[src/rtl/serial_subtractor_if.sv]
// Operand/result handshake bundle for the bit-serial subtractor.
// The producer/consumer side uses master; the subtractor uses slave.
interface serial_subtractor_if #(
    parameter int WIDTH = 8
);
    logic             in_valid;
    logic             in_ready;
    logic [WIDTH-1:0] minuend;
    logic [WIDTH-1:0] subtrahend;
    logic             out_valid;
    logic             out_ready;
    logic [WIDTH-1:0] diff;
    logic             borrow_out;

    modport master (
        output in_valid, minuend, subtrahend, out_ready,
        input  in_ready, out_valid, diff, borrow_out
    );

    modport slave (
        input  in_valid, minuend, subtrahend, out_ready,
        output in_ready, out_valid, diff, borrow_out
    );
endinterface

[src/rtl/serial_subtractor.sv]
// Bit-serial unsigned subtractor: one subtract cell plus a borrow flop, LSB first,
// WIDTH cycles per operation, valid/ready handshake on both sides.
module serial_subtractor #(
    parameter int WIDTH = 8
) (
    input  logic                clk,
    input  logic                rst,
    serial_subtractor_if.slave  bus
);
    localparam int            CW   = (WIDTH > 1) ? $clog2(WIDTH) : 1;
    localparam logic [CW-1:0] LAST = CW'(WIDTH - 1);

    typedef enum logic [1:0] {
        IDLE = 2'd0,
        BUSY = 2'd1,
        DONE = 2'd2
    } state_t;

    state_t           state_r;
    state_t           state_s;
    logic [WIDTH-1:0] a_r;
    logic [WIDTH-1:0] b_r;
    logic [WIDTH-1:0] diff_sh_r;
    logic [WIDTH-1:0] diff_r;
    logic             borrow_r;
    logic             borrow_out_r;
    logic [CW-1:0]    count_r;
    logic [WIDTH-1:0] a_sh_s;
    logic [WIDTH-1:0] b_sh_s;
    logic [WIDTH-1:0] diff_sh_s;
    logic [1:0]       cell_s;

    // One full-subtract cell: returns {borrow_next, diff_bit}.
    function automatic logic [1:0] sub_cell(input logic a, input logic b, input logic bin);
        logic d;
        logic bn;
        d  = a ^ b ^ bin;
        bn = (~a & b) | (~(a ^ b) & bin);
        return {bn, d};
    endfunction

    // Handshake flags come straight from the state register.
    assign bus.in_ready   = (state_r == IDLE);
    assign bus.out_valid  = (state_r == DONE);
    assign bus.diff       = diff_r;
    assign bus.borrow_out = borrow_out_r;

    // Next-state decode and the serial datapath step.
    always_comb begin
        state_s   = state_r;
        cell_s    = sub_cell(a_r[0], b_r[0], borrow_r);
        a_sh_s    = a_r >> 1'b1;
        b_sh_s    = b_r >> 1'b1;
        diff_sh_s = diff_sh_r >> 1'b1;
        diff_sh_s[WIDTH-1] = cell_s[0];
        case (state_r)
            IDLE: begin
                if (bus.in_valid) state_s = BUSY;
                else              state_s = IDLE;
            end
            BUSY: begin
                if (count_r == LAST) state_s = DONE;
                else                 state_s = BUSY;
            end
            DONE: begin
                if (bus.out_ready) state_s = IDLE;
                else               state_s = DONE;
            end
            default: state_s = IDLE;
        endcase
    end

    // State register.
    always_ff @(posedge clk or posedge rst) begin
        if (rst) state_r <= IDLE;
        else     state_r <= state_s;
    end

    // Operand shift registers, borrow chain and the held result.
    always_ff @(posedge clk or posedge rst) begin
        if (rst) begin
            a_r          <= '0;
            b_r          <= '0;
            diff_sh_r    <= '0;
            diff_r       <= '0;
            borrow_r     <= 1'b0;
            borrow_out_r <= 1'b0;
            count_r      <= '0;
        end else begin
            case (state_r)
                IDLE: begin
                    if (bus.in_valid) begin
                        a_r       <= bus.minuend;
                        b_r       <= bus.subtrahend;
                        diff_sh_r <= '0;
                        borrow_r  <= 1'b0;
                        count_r   <= '0;
                    end
                end
                BUSY: begin
                    a_r       <= a_sh_s;
                    b_r       <= b_sh_s;
                    diff_sh_r <= diff_sh_s;
                    borrow_r  <= cell_s[1];
                    count_r   <= count_r + CW'(1);
                    // Result is published only once the last bit is in.
                    if (count_r == LAST) begin
                        diff_r       <= diff_sh_s;
                        borrow_out_r <= cell_s[1];
                    end
                end
                default: begin
                end
            endcase
        end
    end
endmodule

[src/flat_wrapper.sv]
// flat-port wrapper written by rule: the top's interface ports become plain ports
module serial_subtractor_flat 
#(
    parameter int WIDTH = 8
)
  (clk, rst, bus_in_valid, bus_minuend, bus_subtrahend, bus_out_ready, bus_in_ready, bus_out_valid, bus_diff, bus_borrow_out);
  serial_subtractor_if #(.WIDTH(WIDTH)) bus_i ();
  input  logic clk;
  input  logic rst;
  input wire logic [$bits(bus_i.in_valid)-1:0] bus_in_valid;
  input wire logic [$bits(bus_i.minuend)-1:0] bus_minuend;
  input wire logic [$bits(bus_i.subtrahend)-1:0] bus_subtrahend;
  input wire logic [$bits(bus_i.out_ready)-1:0] bus_out_ready;
  output wire logic [$bits(bus_i.in_ready)-1:0] bus_in_ready;
  output wire logic [$bits(bus_i.out_valid)-1:0] bus_out_valid;
  output wire logic [$bits(bus_i.diff)-1:0] bus_diff;
  output wire logic [$bits(bus_i.borrow_out)-1:0] bus_borrow_out;
  assign bus_i.in_valid = bus_in_valid;
  assign bus_i.minuend = bus_minuend;
  assign bus_i.subtrahend = bus_subtrahend;
  assign bus_i.out_ready = bus_out_ready;
  assign bus_in_ready = bus_i.in_ready;
  assign bus_out_valid = bus_i.out_valid;
  assign bus_diff = bus_i.diff;
  assign bus_borrow_out = bus_i.borrow_out;
  serial_subtractor #(.WIDTH(WIDTH)) u_core (.clk(clk), .rst(rst), .bus(bus_i));
endmodule
[config.mk]
export PLATFORM = sky130hd
export DESIGN_NAME = serial_subtractor_flat
export DESIGN_NICKNAME = d
export VERILOG_FILES = /design/src/rtl/serial_subtractor_if.sv /design/src/rtl/serial_subtractor.sv /design/src/flat_wrapper.sv
export SDC_FILE = /design/constraint.sdc
export NUM_CORES = 1
export LEC_CHECK = 0
export CAP_MARGIN = 0
export CORE_MARGIN = 2
export CORE_UTILIZATION = 38
export CTS_CLUSTER_DIAMETER = 120
export DETAILED_ROUTE_END_ITERATION = 6
export PLACE_DENSITY_LB_ADDON = 0.08
export SLEW_MARGIN = 10
export SYNTH_ARGS = -nofsm -noshare
export SYNTH_HDL_FRONTEND = slang
export SYNTH_SLANG_ARGS = --single-unit
[constraint.sdc]
create_clock -name clk -period 2.9 [get_ports clk]
set_clock_uncertainty 0.05 [all_clocks]
set_input_delay 0.58 -clock clk [delete_from_list [all_inputs] [get_ports clk]]
set_output_delay 0.58 -clock clk [all_outputs]
set_load 0.05 [all_outputs]
# ---- Yosys cells after proc, flatten, opt, wreduce, memory -nomap -nowiden
# Index checks and enable logic that the tools add are counted.
dict set report totals {
  reg_bits 39
  latch_bits 0
  ramBits 0
  rom_bits 0
  in_bits 20
  output_inout_bits 11
  wordCells 38
  mem_count 0
}
dict set report op_classes {
  addsub 1
  multipliers 0
  div_mod_pow 0
  n_lt_le_gt_ge 0
  n_eq_ne 4
  n_shift 0
  mux 14
  bitwise_logic 7
  n_reduce_logical 4
}
# cell n
set ops {}
lappend ops {{one-hot mux 8 bit (2 select lines)} 3}
lappend ops {{two-way mux 8 bit} 3}
lappend ops {{one-hot mux 2 bit (3 select lines)} 1}
lappend ops {{one-hot mux 3 bit (2 select lines)} 1}
lappend ops {{two-way mux 2 bit} 2}
lappend ops {{AND reduction 2 bit} 2}
lappend ops {{adder 3 x 1 -> 3 bit, second input constant} 1}
lappend ops {{== test 3 bit, second input constant} 1}
lappend ops {{two-way mux 3 bit} 1}
lappend ops {{bitwise AND 1 bit} 2}
lappend ops {{== test 2 x 1 -> 1 bit, second input constant} 1}
lappend ops {{== test 2 bit, second input constant} 1}
lappend ops {{zero test 2 bit} 1}
lappend ops {{two-way mux 1 bit} 2}
lappend ops {{inequality test 2 bit, second input constant} 1}
lappend ops {{inverter 1 bit} 2}
lappend ops {{one-hot mux 1 bit (2 select lines)} 1}
lappend ops {{nonzero test 2 bit} 1}
lappend ops {{bitwise XOR 1 bit} 2}
lappend ops {{OR 1 bit} 1}

# ---- Depth between registers and ports, before layout
# Gate-level depths: netlist of the first run.
dict set report logic_depth {
  ltp_word 5
  ltp_mapped 6
  mapped_depth_nobuf 5
}

# ---- Worst setup path after synthesis of the first run
# Ideal clock, no wire load.
dict set report synth_timing {
  path_kind {reg2out}
  start {reg u_core.state_r[1]}
  end {out bus_in_ready}
  t_arrival_ns 1.338
  required_ns 2.270
  setup_slack_ns 0.932
  stages_incl_launch_ff 4
  n_path_buf 2
  cell_sequence {dfrtp_1 buf_6 buf_4 nor2_1}
}
dict set report synth_via {
  elab_chain_len 1
}
# element line
set synth_rtl {}
lappend synth_rtl {{start, declared} serial_subtractor.sv:19} ;# state_t state_r;
lappend synth_rtl {{start signal, assigned} serial_subtractor.sv:76} ;# else state_r <= state_s;
lappend synth_rtl {{zero test 2 bit} serial_subtractor.sv:43} ;# assign bus.in_ready = (state_r == IDLE);
lappend synth_rtl {{end, declared} flat_wrapper.sv:14} ;# output wire logic [$bits(bus_i.in_ready)-1:0] bus_in_ready;
# No other way between the ends.

# ---- Final worst setup path of the first run
dict set report layout_timing {
  start {reg u_core.state_r[0]}
  end {out bus_in_ready}
}
# The elaborated chain is that of the path after synthesis.

==> flow_summary.toml, run 1 <==
[run_status]
status = "finished clean"

[global_routing]
grt_pass1_wl_mm = 5.78
antenna_found_initial = 0
grt_pass1_vias = 1215
grt_use_total_pct = 14.5
grt_max_degree = 39
overflow = 0

[setup_path]
timing.rr.start = "u_core.state_r[0]"
critPathArrivalTime_ns = 1.73
r2r_end = "u_core.b_r[0]"
path_class = "reg2out"
start_kind = "flip-flop"
critPathRequiredTime_ns = 2.27
crit_fanout = 3
r2r_cells = 4
rrSetupSlack_ns = 1.18
cp-end-kind = "output port"

[pwr]
power_mw = 2.30
p_leak_nw = 0.957
p_per_area_nw_per_um2 = 1080
vdd_drop_max_uv = 336

[placed_design]
placed_cells_incl_taps = 223
portBuffers = 30
place_congestion = 0.750
dp_hpwl_mm = 2.25

[die]
fp.dieArea_um2 = 5110
die_h_um = 71.5
rows = 24
core_area_um2 = 4380
ios = 31
die_w_um = 71.5
start_util_pct = 39.5

[layout]
layout_commonest_cell = "dfrtp_1"
instances_no_fill = 230
nNetsFinal = 201
drive_gt1_share_pct = 11.2
syn2layout_area_growth_pct = 22.4
layout_common_cells = "dfrtp_1 (38), clkdlybuf4s50_1 (29), nor3_1 (24)"
antenna_cells = 0

[drt]
firstDrtPassIters = 4
drc_errors = 0
ant_nets = 0
dr.first_iter.drc_count = 54
wirelength_mm = 3.37
route.detailed.wl_per_inst_um = 14.6
vias = 1211
vias_per_cell = 5.27

[synthesis]
syn_inst = 148
syn-cell-area_um2 = 1730
ys.flop_type = "dfrtp_1"
synth.distinct_cells = 26
synth_nets = 171
seq_area_frac_synth_pct = 55.0
synth_area_per_cell_um2 = 11.7
ys_ff_latch = 38
ys_warn_count = 0
synth_edf_count = 0
ys_async_sr_fraction_pct = 100

[sta]
maxSlewHeadroom_pct = 50.1
worst_slew_pin_slew_ns = 0.747
post-route-period-util_pct = 81.4
tns_ns = 0
rsz0062_at_grt = "no"
drv_slew = 0
final_hold_viol_count = 0
holdWs_ns = 0.433
max_freq_mhz = 423
final-setup-viol-count = 0
fin_crit_ns = 2.36

[run]
maxCapViolations = 0

[clocking]
cts_buffer_depth = 2
cts_setup_buffers = 0
clock-sinks = 38
ctsResizeCount = 0
clock_latency_ns = 0.28
cts-hold-fix-buffers = 0
ctsRootBufferMaster = "clkbuf_8"
cts_tree = "built"
clkTransAtPathRegs_ns = 0.07
cts_made_buffers = 5
htree_levels = 2

[min_path]
hp-class = "reg2reg"
hold_end = "u_core.bus.borrow_out"
hold_depth = 2
hp-start = "u_core.bus.borrow_out"
[synthesized netlist by cell type (2+ instances only)]
library cell   n  area share, %
a221o_1        2            1.2
buf_4          4            1.7
nand2_1        4           0.87
a22o_1         9            4.6
buf_2          2           0.58
nor2_1        14            3.0
nor3_1        24            6.9
ha_1           2            1.4
nor3b_1       12            5.2
clkbuf_1       2           0.43
nand2b_1       5            1.8
buf_6          3            2.0
o21ai_0        5            1.4
mux2_4         7            6.1
inv_1          4           0.87
dfrtp_1       38             55
a32o_1         2            1.2
[kinds of logic (layout without fill, tap and decap cells)]
kind of cell / after synthesis / after routing / share of synthesized area [%]
AND/OR/NAND/NOR: 62 / 62 / 19.8
flip-flops: 38 / 38 / 55.0
AO/OA/AOI/OAI: 22 / 22 / 10.3
buffers and inverters: 15 / 45 / 5.57
multiplexers: 8 / 8 / 6.72
adder cells (fa/ha/maj): 3 / 3 / 2.60
[where the power goes]
group / switching, mW / internal (mW) / total, mW
Sequential: 0.145 / 0.773 / 0.918
Clock: 0.170 / 0.165 / 0.336
Combinational: 0.573 / 0.471 / 1.04
[state kept, by name, summed over array words and instances (netlist names)]
name	cells
u_core.borrow_r	1
u_core.bus.borrow_out	1
u_core.b_r	8
u_core.state_r	2
u_core.bus.diff	8
u_core.diff_sh_r	7
u_core.a_r	8
u_core.count_r	3
[layout make-up]
class	instances	area (um^2)
Timing Repair Buffer	34	328
Tap cell	52	65.1
Clock buffer	7	76.3
Inverter	4	15.0
Fill cell	407	2270
Multi-Input combinational cell	95	683
Sequential cell	38	951
[per-stage QoR]
stage / instance area (um^2) / setup slack, ns / utilization (%)
4_1_cts: 2120 / 0.517 / 48.3
5_1_grt: 2120 / 0.435 / 48.3
6_report: 2120 / 0.538 / 48.3
3_3_place_gp: 2040 / 0.726 / 46.6
2_1_floorplan: 1730 / 0.932 / -
3_5_place_dp: 2040 / 0.671 / 46.6
[per-layer routing]
metal	share of wire (%)	up-vias	global-route usage [%]	wire length [um]
li1	-	580	-	-
met1	46	599	19.9	1560
met2	48	27	22.2	1620
met3	4.3	5	4.22	145
met4	1.3	0	4.40	44
met5	0	-	0	0
[worst max-delay path, cell delays in order (launching register included)]
cell and delay (ns):
dfrtp_1 0.38, nor2_1 0.21, clkdlybuf4s50_1 0.85
[how the worst max path moves through the flow]
stage | startpoint | slack, ns | end
global placement | bus_in_valid | 0.73 | u_core.a_r[0]
finish | u_core.state_r[0] | 0.54 | bus_in_ready
detailed placement | bus_in_valid | 0.67 | u_core.b_r[0]
global route | u_core.state_r[0] | 0.44 | bus_in_ready
CTS | u_core.state_r[0] | 0.52 | bus_in_ready
floorplan | u_core.state_r[1] | 0.93 | bus_in_ready
(Power assumes the default switching activity.)
==> run 2: changes to the inputs <==
==> constraint.sdc (replaced) <==
create_clock -name clk -period 2.1 [get_ports clk]
set_clock_uncertainty 0.05 [all_clocks]
set_input_delay 0.42 -clock clk [delete_from_list [all_inputs] [get_ports clk]]
set_output_delay 0.42 -clock clk [all_outputs]
set_load 0.05 [all_outputs]
==> run 2 against run 1 <==
Compared with the run above:
- hold slack improved by 0.0015 ns
- via count rose by 1.2%
- combinational power rose by 38%
- power rose by 53%
- cell count rose by 1.3%
- global-route usage rose by 0.80 points
- critical path depth did not move
- setup slack got worse by 0.44 ns
- routed wire length rose by 2.2%
- critical endpoint unchanged
- largest cell class unchanged
==> flow_summary.toml, run 2 (synthesis results as in run 1) <==
[run_status]
status = "finished clean"

[drt]
wirelength_mm = 3.44
firstDrtPassIters = 4
ant_nets = 0
vias_per_cell = 5.26
drc_errors = 0
route.detailed.wl_per_inst_um = 14.8
vias = 1225
dr.first_iter.drc_count = 45

[setup_path]
crit_fanout = 22
critPathArrivalTime_ns = 1.53
cp-end-kind = "output port"
path_class = "reg2out"
start_kind = "flip-flop"
critPathRequiredTime_ns = 1.63

[global_routing]
grt_pass1_wl_mm = 6.02
grt_max_degree = 39
antenna_found_initial = 0
grt_pass1_vias = 1256
grt_use_total_pct = 15.3
overflow = 0

[sta]
holdWs_ns = 0.434
final_hold_viol_count = 0
rsz0062_at_grt = "no"
final-setup-viol-count = 0
post-route-period-util_pct = 95.3
worst_slew_pin_slew_ns = 0.671
max_freq_mhz = 500
tns_ns = 0
drv_slew = 0
maxSlewHeadroom_pct = 55.3
fin_crit_ns = 2.00

[clocking]
cts_made_buffers = 5
ctsResizeCount = 0
cts_tree = "built"
clkTransAtPathRegs_ns = 0.08
clock-sinks = 38
ctsRootBufferMaster = "clkbuf_8"
cts_setup_buffers = 0
cts_buffer_depth = 2
cts-hold-fix-buffers = 0
htree_levels = 2
clock_latency_ns = 0.29

[layout]
nNetsFinal = 203
multi_input_area_um2 = 683
syn2layout_area_growth_pct = 28.4
drive_gt1_share_pct = 14.4
layout_common_cells = "dfrtp_1 (38), clkdlybuf4s50_1 (28), nor3_1 (24)"
antenna_cells = 0
layout_commonest_cell = "dfrtp_1"
seqCellArea_um2 = 951
fillCellCount = 386

[pwr]
p_per_area_nw_per_um2 = 1590
p_leak_nw = 1.01
vdd_drop_max_uv = 635

[die]
start_util_pct = 39.5
die_w_um = 71.5
core_area_um2 = 4380
ios = 31
fp.dieArea_um2 = 5110
die_h_um = 71.5
rows = 24

[min_path]
hp-class = "reg2reg"

[placed_design]
dp_hpwl_mm = 2.38
place_congestion = 0.713
portBuffers = 30

[run]
maxCapViolations = 0
[run 2: changes by cell type in the layout (fill, tap and decap cells not counted)]
cell / previous run / this run
clkbuf_1: 2 / 0
clkdlybuf4s50_1: 29 / 28
bufinv_16: 0 / 2
clkbuf_8: 5 / 6
buf_12: 0 / 2
buf_4: 5 / 6
[run 2: power by group]
part	switching (mW)	internal, mW
Clock	0.256	0.507
Sequential	0.255	1.07
Combinational	0.749	0.692
[run 2: layer usage]
layer  part of all wire (%)  vias to the layer above  global-route usage [%]  wire length, um
li1                       -                      583                       -                -
met1                     44                      612                    18.8             1530
met2                     50                       26                    24.9             1730
met3                    4.3                        4                    6.05              149
met4                   0.96                        0                    4.40               33
met5                      0                        -                       0                0
[run 2: metrics by stage]
| stage | utilization (%) | cells | cell area, um^2 | setup slack [ns] | total power [mW] |
|---|---|---|---|---|---|
| global placement | 47.4 | 225 | 2080 | 0.371 | 2.74 |
| global route | 50.7 | 233 | 2220 | 0.0194 | 3.79 |
| detailed placement | 47.4 | 225 | 2080 | 0.270 | 2.80 |
| CTS | 50.7 | 233 | 2220 | 0.0913 | 3.57 |
| finish | 50.7 | 233 | 2220 | 0.0983 | 3.52 |
| floorplan | - | 148 | 1730 | 0.292 | 2.37 |
[run 2: path summary, 6_finish.rpt]
check	depth (start not counted)	from	slack, ns	end
worst max-delay path	2	u_core.state_r[0]	0.1	bus_in_ready
worst min-delay path	2	u_core.bus.borrow_out	0.43	u_core.bus.borrow_out
worst max register to register	4	u_core.state_r[0]	0.44	u_core.a_r[6]
worst min register to register	2	u_core.bus.borrow_out	0.43	u_core.bus.borrow_out
max in group asynchronous	3	rst	1.16	u_core.bus.diff[0]
min in group asynchronous	3	rst	0.50	u_core.a_r[6]
[run 2: area by class of cell]
| cell class | count | area share [%] |
|---|---|---|
| Clock inverter | 2 | 2.70 |
| Clock buffer | 6 | 3.72 |
| Timing Repair Buffer | 36 | 16.4 |
| Sequential cell | 38 | 42.8 |
| Inverter | 4 | 0.676 |
| Multi-Input combinational cell | 95 | 30.7 |
| Tap cell | 52 | 2.93 |
[run 2: critical path, cell delays in order (launching register included)]
cell and delay [ns]:
dfrtp_1 0.78, nor2_1 0.25, buf_12 0.21
==> edit 1 (settings of run 1) <==
`WIDTH` is set to 8 in 3 places; all go to 4.
--- a/src/rtl/serial_subtractor_if.sv
+++ b/src/rtl/serial_subtractor_if.sv
@@ -1,7 +1,7 @@
 // Operand/result handshake bundle for the bit-serial subtractor.
 // The producer/consumer side uses master; the subtractor uses slave.
 interface serial_subtractor_if #(
-    parameter int WIDTH = 8
+    parameter int WIDTH = 4
 );
     logic             in_valid;
     logic             in_ready;
--- a/src/rtl/serial_subtractor.sv
+++ b/src/rtl/serial_subtractor.sv
@@ -1,7 +1,7 @@
 // Bit-serial unsigned subtractor: one subtract cell plus a borrow flop, LSB first,
 // WIDTH cycles per operation, valid/ready handshake on both sides.
 module serial_subtractor #(
-    parameter int WIDTH = 8
+    parameter int WIDTH = 4
 ) (
     input  logic                clk,
     input  logic                rst,
--- a/src/flat_wrapper.sv
+++ b/src/flat_wrapper.sv
@@ -1,7 +1,7 @@
 // flat-port wrapper written by rule: the top's interface ports become plain ports
 module serial_subtractor_flat 
 #(
-    parameter int WIDTH = 8
+    parameter int WIDTH = 4
 )
   (clk, rst, bus_in_valid, bus_minuend, bus_subtrahend, bus_out_ready, bus_in_ready, bus_out_valid, bus_diff, bus_borrow_out);
   serial_subtractor_if #(.WIDTH(WIDTH)) bus_i ();
Ports: changed (resized bus_diff, bus_minuend and bus_subtrahend); port bits go from 31 to 19. No check against the original RTL was run, so the function may have changed too.
==> edit 1 against run 1 <==
- routed wire length is 47% lower
- critical path depth is the same
- largest power group unchanged
- area after synthesis shrank 40%
- sequential cell count fell by 17
- final area shrank 41%
- worst setup slack got worse by 0.088 ns
- final cell count decreased by 45%
- power down 41%
- largest cell class unchanged
- sequential share of layout area shrank 2.8 points
==> edit 1: results <==
[layout]
n_all_buffers = 20
multi_input_area_um2 = 425
clk_share_pct = 2.20
multi_input_cells = 42
antenna_cells = 0
drive_gt1_share_pct = 17.5
buffer_area_share_pct = 15.6
nets = 112
seq_share_pct = 42.1
nFillCells = 238
inverters_excl_clock = 10

[pwr]
p_leak_uw = 0.000562
pg_seq_uw = 507
p_sw_uw = 576
ir_worst_vdd_v = 0.000536
clkPwrFrac_pct = 10.4

[synth]
post_synth.cell_area_avg_um2 = 13.2
yosys.cell_types.count = 22
seq_area_frac_synth_pct = 50.8
synth.area.top_cells = dfrtp_1 51%, nor4b_2 5.8%, mux2_1 5.4%
synth.cells.most_frequent = 21 x dfrtp_1, 10 x inv_1, 5 x a22o_1, 5 x mux2_1
syn-num-nets = 92

[place]
gp_congestion = 0.683
portBuffers = 18
post-dp-hpwl_um = 1210
dp_cells = 123

[global_route]
grt_pass1_vias = 663
grt.total_usage_pct = 12.5
grt_pass1_wl_um = 3040
grt_max_degree = 22

[clock_network]
htreeDepth = 1
clk_latency_ns = 0.30
clockBufferDepth = 2
root_buffer = clkbuf_4

[sta]
tightest_slew_ns = 0.810

[detailed_routing]
vias_per_cell = 5.18
wl_um = 1770
drt_iter0_drc = 8
avgRoutedWirePerCell_um = 13.9

[worst_setup_path]
crit_path_max_fanout = 8
crit_arrival_ns = 1.82

[run_status]
status = complete, no violations
[edit 1: per-stage QoR]
stage               instance area (µm²)  power, µW  worst slack (ns)  utilization (%)
floorplan                          1030       1090              1.05                -
global placement                   1220       1230             0.802             48.4
detailed placement                 1220       1240             0.797             48.4
CTS                                1250       1390             0.434             49.5
global route                       1250       1470             0.366             49.5
finish                             1250       1370             0.451             49.5
[edit 1: critical path, cell delays in order, from the launching register on]
cell             delay (ns)
dfrtp_1                0.48
nor2_1                 0.19
clkdlybuf4s50_1        0.84
[edit 1: path summary, 6_finish.rpt]
check,depth (start not counted),to,from,slack [ns]
setup / recovery,2,bus_in_ready,u_core.state_r[0]$_DFF_PP0_,0.45
hold / removal,1,u_core.bus.diff[0]$_DFFE_PP0P_,u_core.bus.diff[0]$_DFFE_PP0P_,0.46
setup reg to reg,3,u_core.b_r[2]$_DFFE_PP0P_,u_core.state_r[0]$_DFF_PP0_,1.46
hold reg to reg,1,u_core.bus.diff[0]$_DFFE_PP0P_,u_core.bus.diff[0]$_DFFE_PP0P_,0.46
max in group asynchronous,2,u_core.a_r[0]$_DFFE_PP0P_,rst,1.63
min in group asynchronous,2,u_core.diff_sh_r[1]$_DFFE_PP0P_,rst,0.68
[edit 1: kinds of logic (layout without fill, tap and decap cells)]
family / after synthesis / after routing / share of synthesized area (%)
flip-flops: 21 / 21 / 50.8
buffers and inverters: 15 / 34 / 7.99
adder cells (fa/ha/maj): 2 / 2 / 3.15
multiplexers: 6 / 6 / 6.54
AND/OR/NAND/NOR: 18 / 18 / 16.0
AO/OA/AOI/OAI: 16 / 16 / 15.5
[edit 1: metal layers]
metal,vias to the layer above,share of wire [%],GRT usage (%)
li1,321,-,-
met1,321,50,17.4
met2,12,43,18.0
met3,4,4.1,3.26
met4,0,1.9,6.12
met5,-,0,0
==> edit 2 (flow settings as in run 1) <==
Made on the original files. Reset style: synchronous (`rst`), changed in 2 clocked blocks.
--- a/src/rtl/serial_subtractor.sv
+++ b/src/rtl/serial_subtractor.sv
@@ -71,13 +71,13 @@
     end
 
     // State register.
-    always_ff @(posedge clk or posedge rst) begin
+    always_ff @(posedge clk) begin
         if (rst) state_r <= IDLE;
         else     state_r <= state_s;
     end
 
     // Operand shift registers, borrow chain and the held result.
-    always_ff @(posedge clk or posedge rst) begin
+    always_ff @(posedge clk) begin
         if (rst) begin
             a_r          <= '0;
             b_r          <= '0;
Check against the original RTL: differs if rst is asserted again (counterexample within 4 cycles, from zero or initial values and one cycle with rst high); with rst held inactive, the same outputs for 10 cycles.
==> edit 2 against run 1 <==
- utilization is 0.89 points lower
- count of clock-buffer cells in the layout stayed put
- global-route usage is 0.75 points lower
- area after synthesis is 2.5% lower
- final area is 3.2% lower
- worst setup slack worse by 0.029 ns
- sequential cell count stayed put
- final cell count is 6.5% higher
- routed wire length is 5.9% lower
- non-clock buffer count stayed put
- critical endpoint is now bus_out_valid
Power is not compared: it rests on default switching activity, and its combinational part moved more than twofold at a synthesized area within 25%.
==> edit 2: results <==
[worst_setup_path]
crit_arrival_ns = 1.76
r2r-end = u_core.a_r[4]$_SDFFE_PP0P_
r2r_start = u_core.state_r[0]$_SDFF_PP0_
crit_path_max_fanout = 8
cp_slowest_cell = clkdlybuf4s50_1
crit_path_max_incr_delay_ns = 0.69
r2r_setup_slack_ns = 1.19
reg2reg_depth = 4

[place]
post-dp-hpwl_um = 2160
dpl_cell_area_um2 = 1960
pre_cts_slack_ns = 0.814
dp_cells = 237
gp_congestion = 0.724

[pwr]
p_leak_uw = 0.000753
p_per_area_nw_per_um2 = 520
comb_power_share_pct = 13.1

[synth]
yosys.cell_types.count = 27
ys_dominant_reg_cell = dfxtp_1
seq_area_frac_synth_pct = 45.1
synthArstFlopShare_pct = 0
synth_compound_area_share_pct = 20.2
yosys_warnings = 0
syn-num-nets = 186
post_synth.cell_area_avg_um2 = 10.4
synth.area.top_cells = dfxtp_1 45%, a211oi_2 10%, mux2i_1 9.5%
synthMuxAreaShare_pct = 9.49
synth.cells.most_frequent = 38 x dfxtp_1, 23 x nor2_1, 16 x mux2i_1, 16 x nand2_1, 14 x a211oi_2
synth_fa_ha_area_share_pct = 2.67
synth-xor-area-share_pct = 0
synth.top_cell.area_share_pct = 45.1

[global_route]
grtUsageMet1_pct = 18.2
antenna_found_initial = 0
met2_usage_pct = 21.0
grt_use_met3_pct = 4.42
grt_pass1_wl_um = 5340
grt.total_usage_pct = 13.7

[detailed_routing]
dr_total_vias = 1198
drt_iter0_drc = 63
wl_um = 3170

[worst_hold_path]
hp-start = u_core.bus.diff[3]$_SDFFE_PP0P_
hold_end = u_core.bus.diff[3]$_SDFFE_PP0P_
min_path_cells = 2

[run_status]
status = complete, no violations

[layout]
multi_input_cells = 109
clk_share_pct = 4.45
buffer_area_share_pct = 16.1
multi_input_area_um2 = 788
seq_area_um2 = 761
drive_gt1_share_pct = 18.7
nets = 215
finalNonFillerCells = 245
nFlopsAndLatches = 38
nFillCells = 437
syn_to_final_growth_pct = 21.5
inverters_excl_clock = 4

[floorplanning]
chipWidth_um = 70.6

[clock_network]
htreeDepth = 2
clk_latency_ns = 0.28

[sta]
tightest_slew_ns = 0.495
whs_ns = 0.406
## edit 2: cell count changes after synthesis, moves of 8 or more
cell	delta
a21oi_1	+8
nor3b_1	-11
nor3_1	-23
nor2_1	+9
dfxtp_1	+38
a22o_1	-9
dfrtp_1	-38
mux2i_1	+16
nand2_1	+12
a22oi_1	+12
a211oi_2	+14
## edit 2: worst max path at each step
stage	start	to	slack [ns]
after global placement	u_core.state_r[0]$_SDFF_PP0_	bus_out_valid	0.83
final	u_core.state_r[0]$_SDFF_PP0_	bus_out_valid	0.51
after detailed placement	u_core.state_r[0]$_SDFF_PP0_	bus_out_valid	0.81
after CTS	u_core.state_r[0]$_SDFF_PP0_	bus_out_valid	0.49
after floorplan	u_core.state_r[0]$_SDFF_PP0_	bus_in_ready	1.0
after global routing	u_core.state_r[0]$_SDFF_PP0_	bus_out_valid	0.45
## edit 2: metal layers
metal / vias to the layer above / wire length (µm)
li1: 623 / -
met5: - / 0
met1: 539 / 1570
met4: 0 / 38
met2: 32 / 1380
met3: 4 / 177
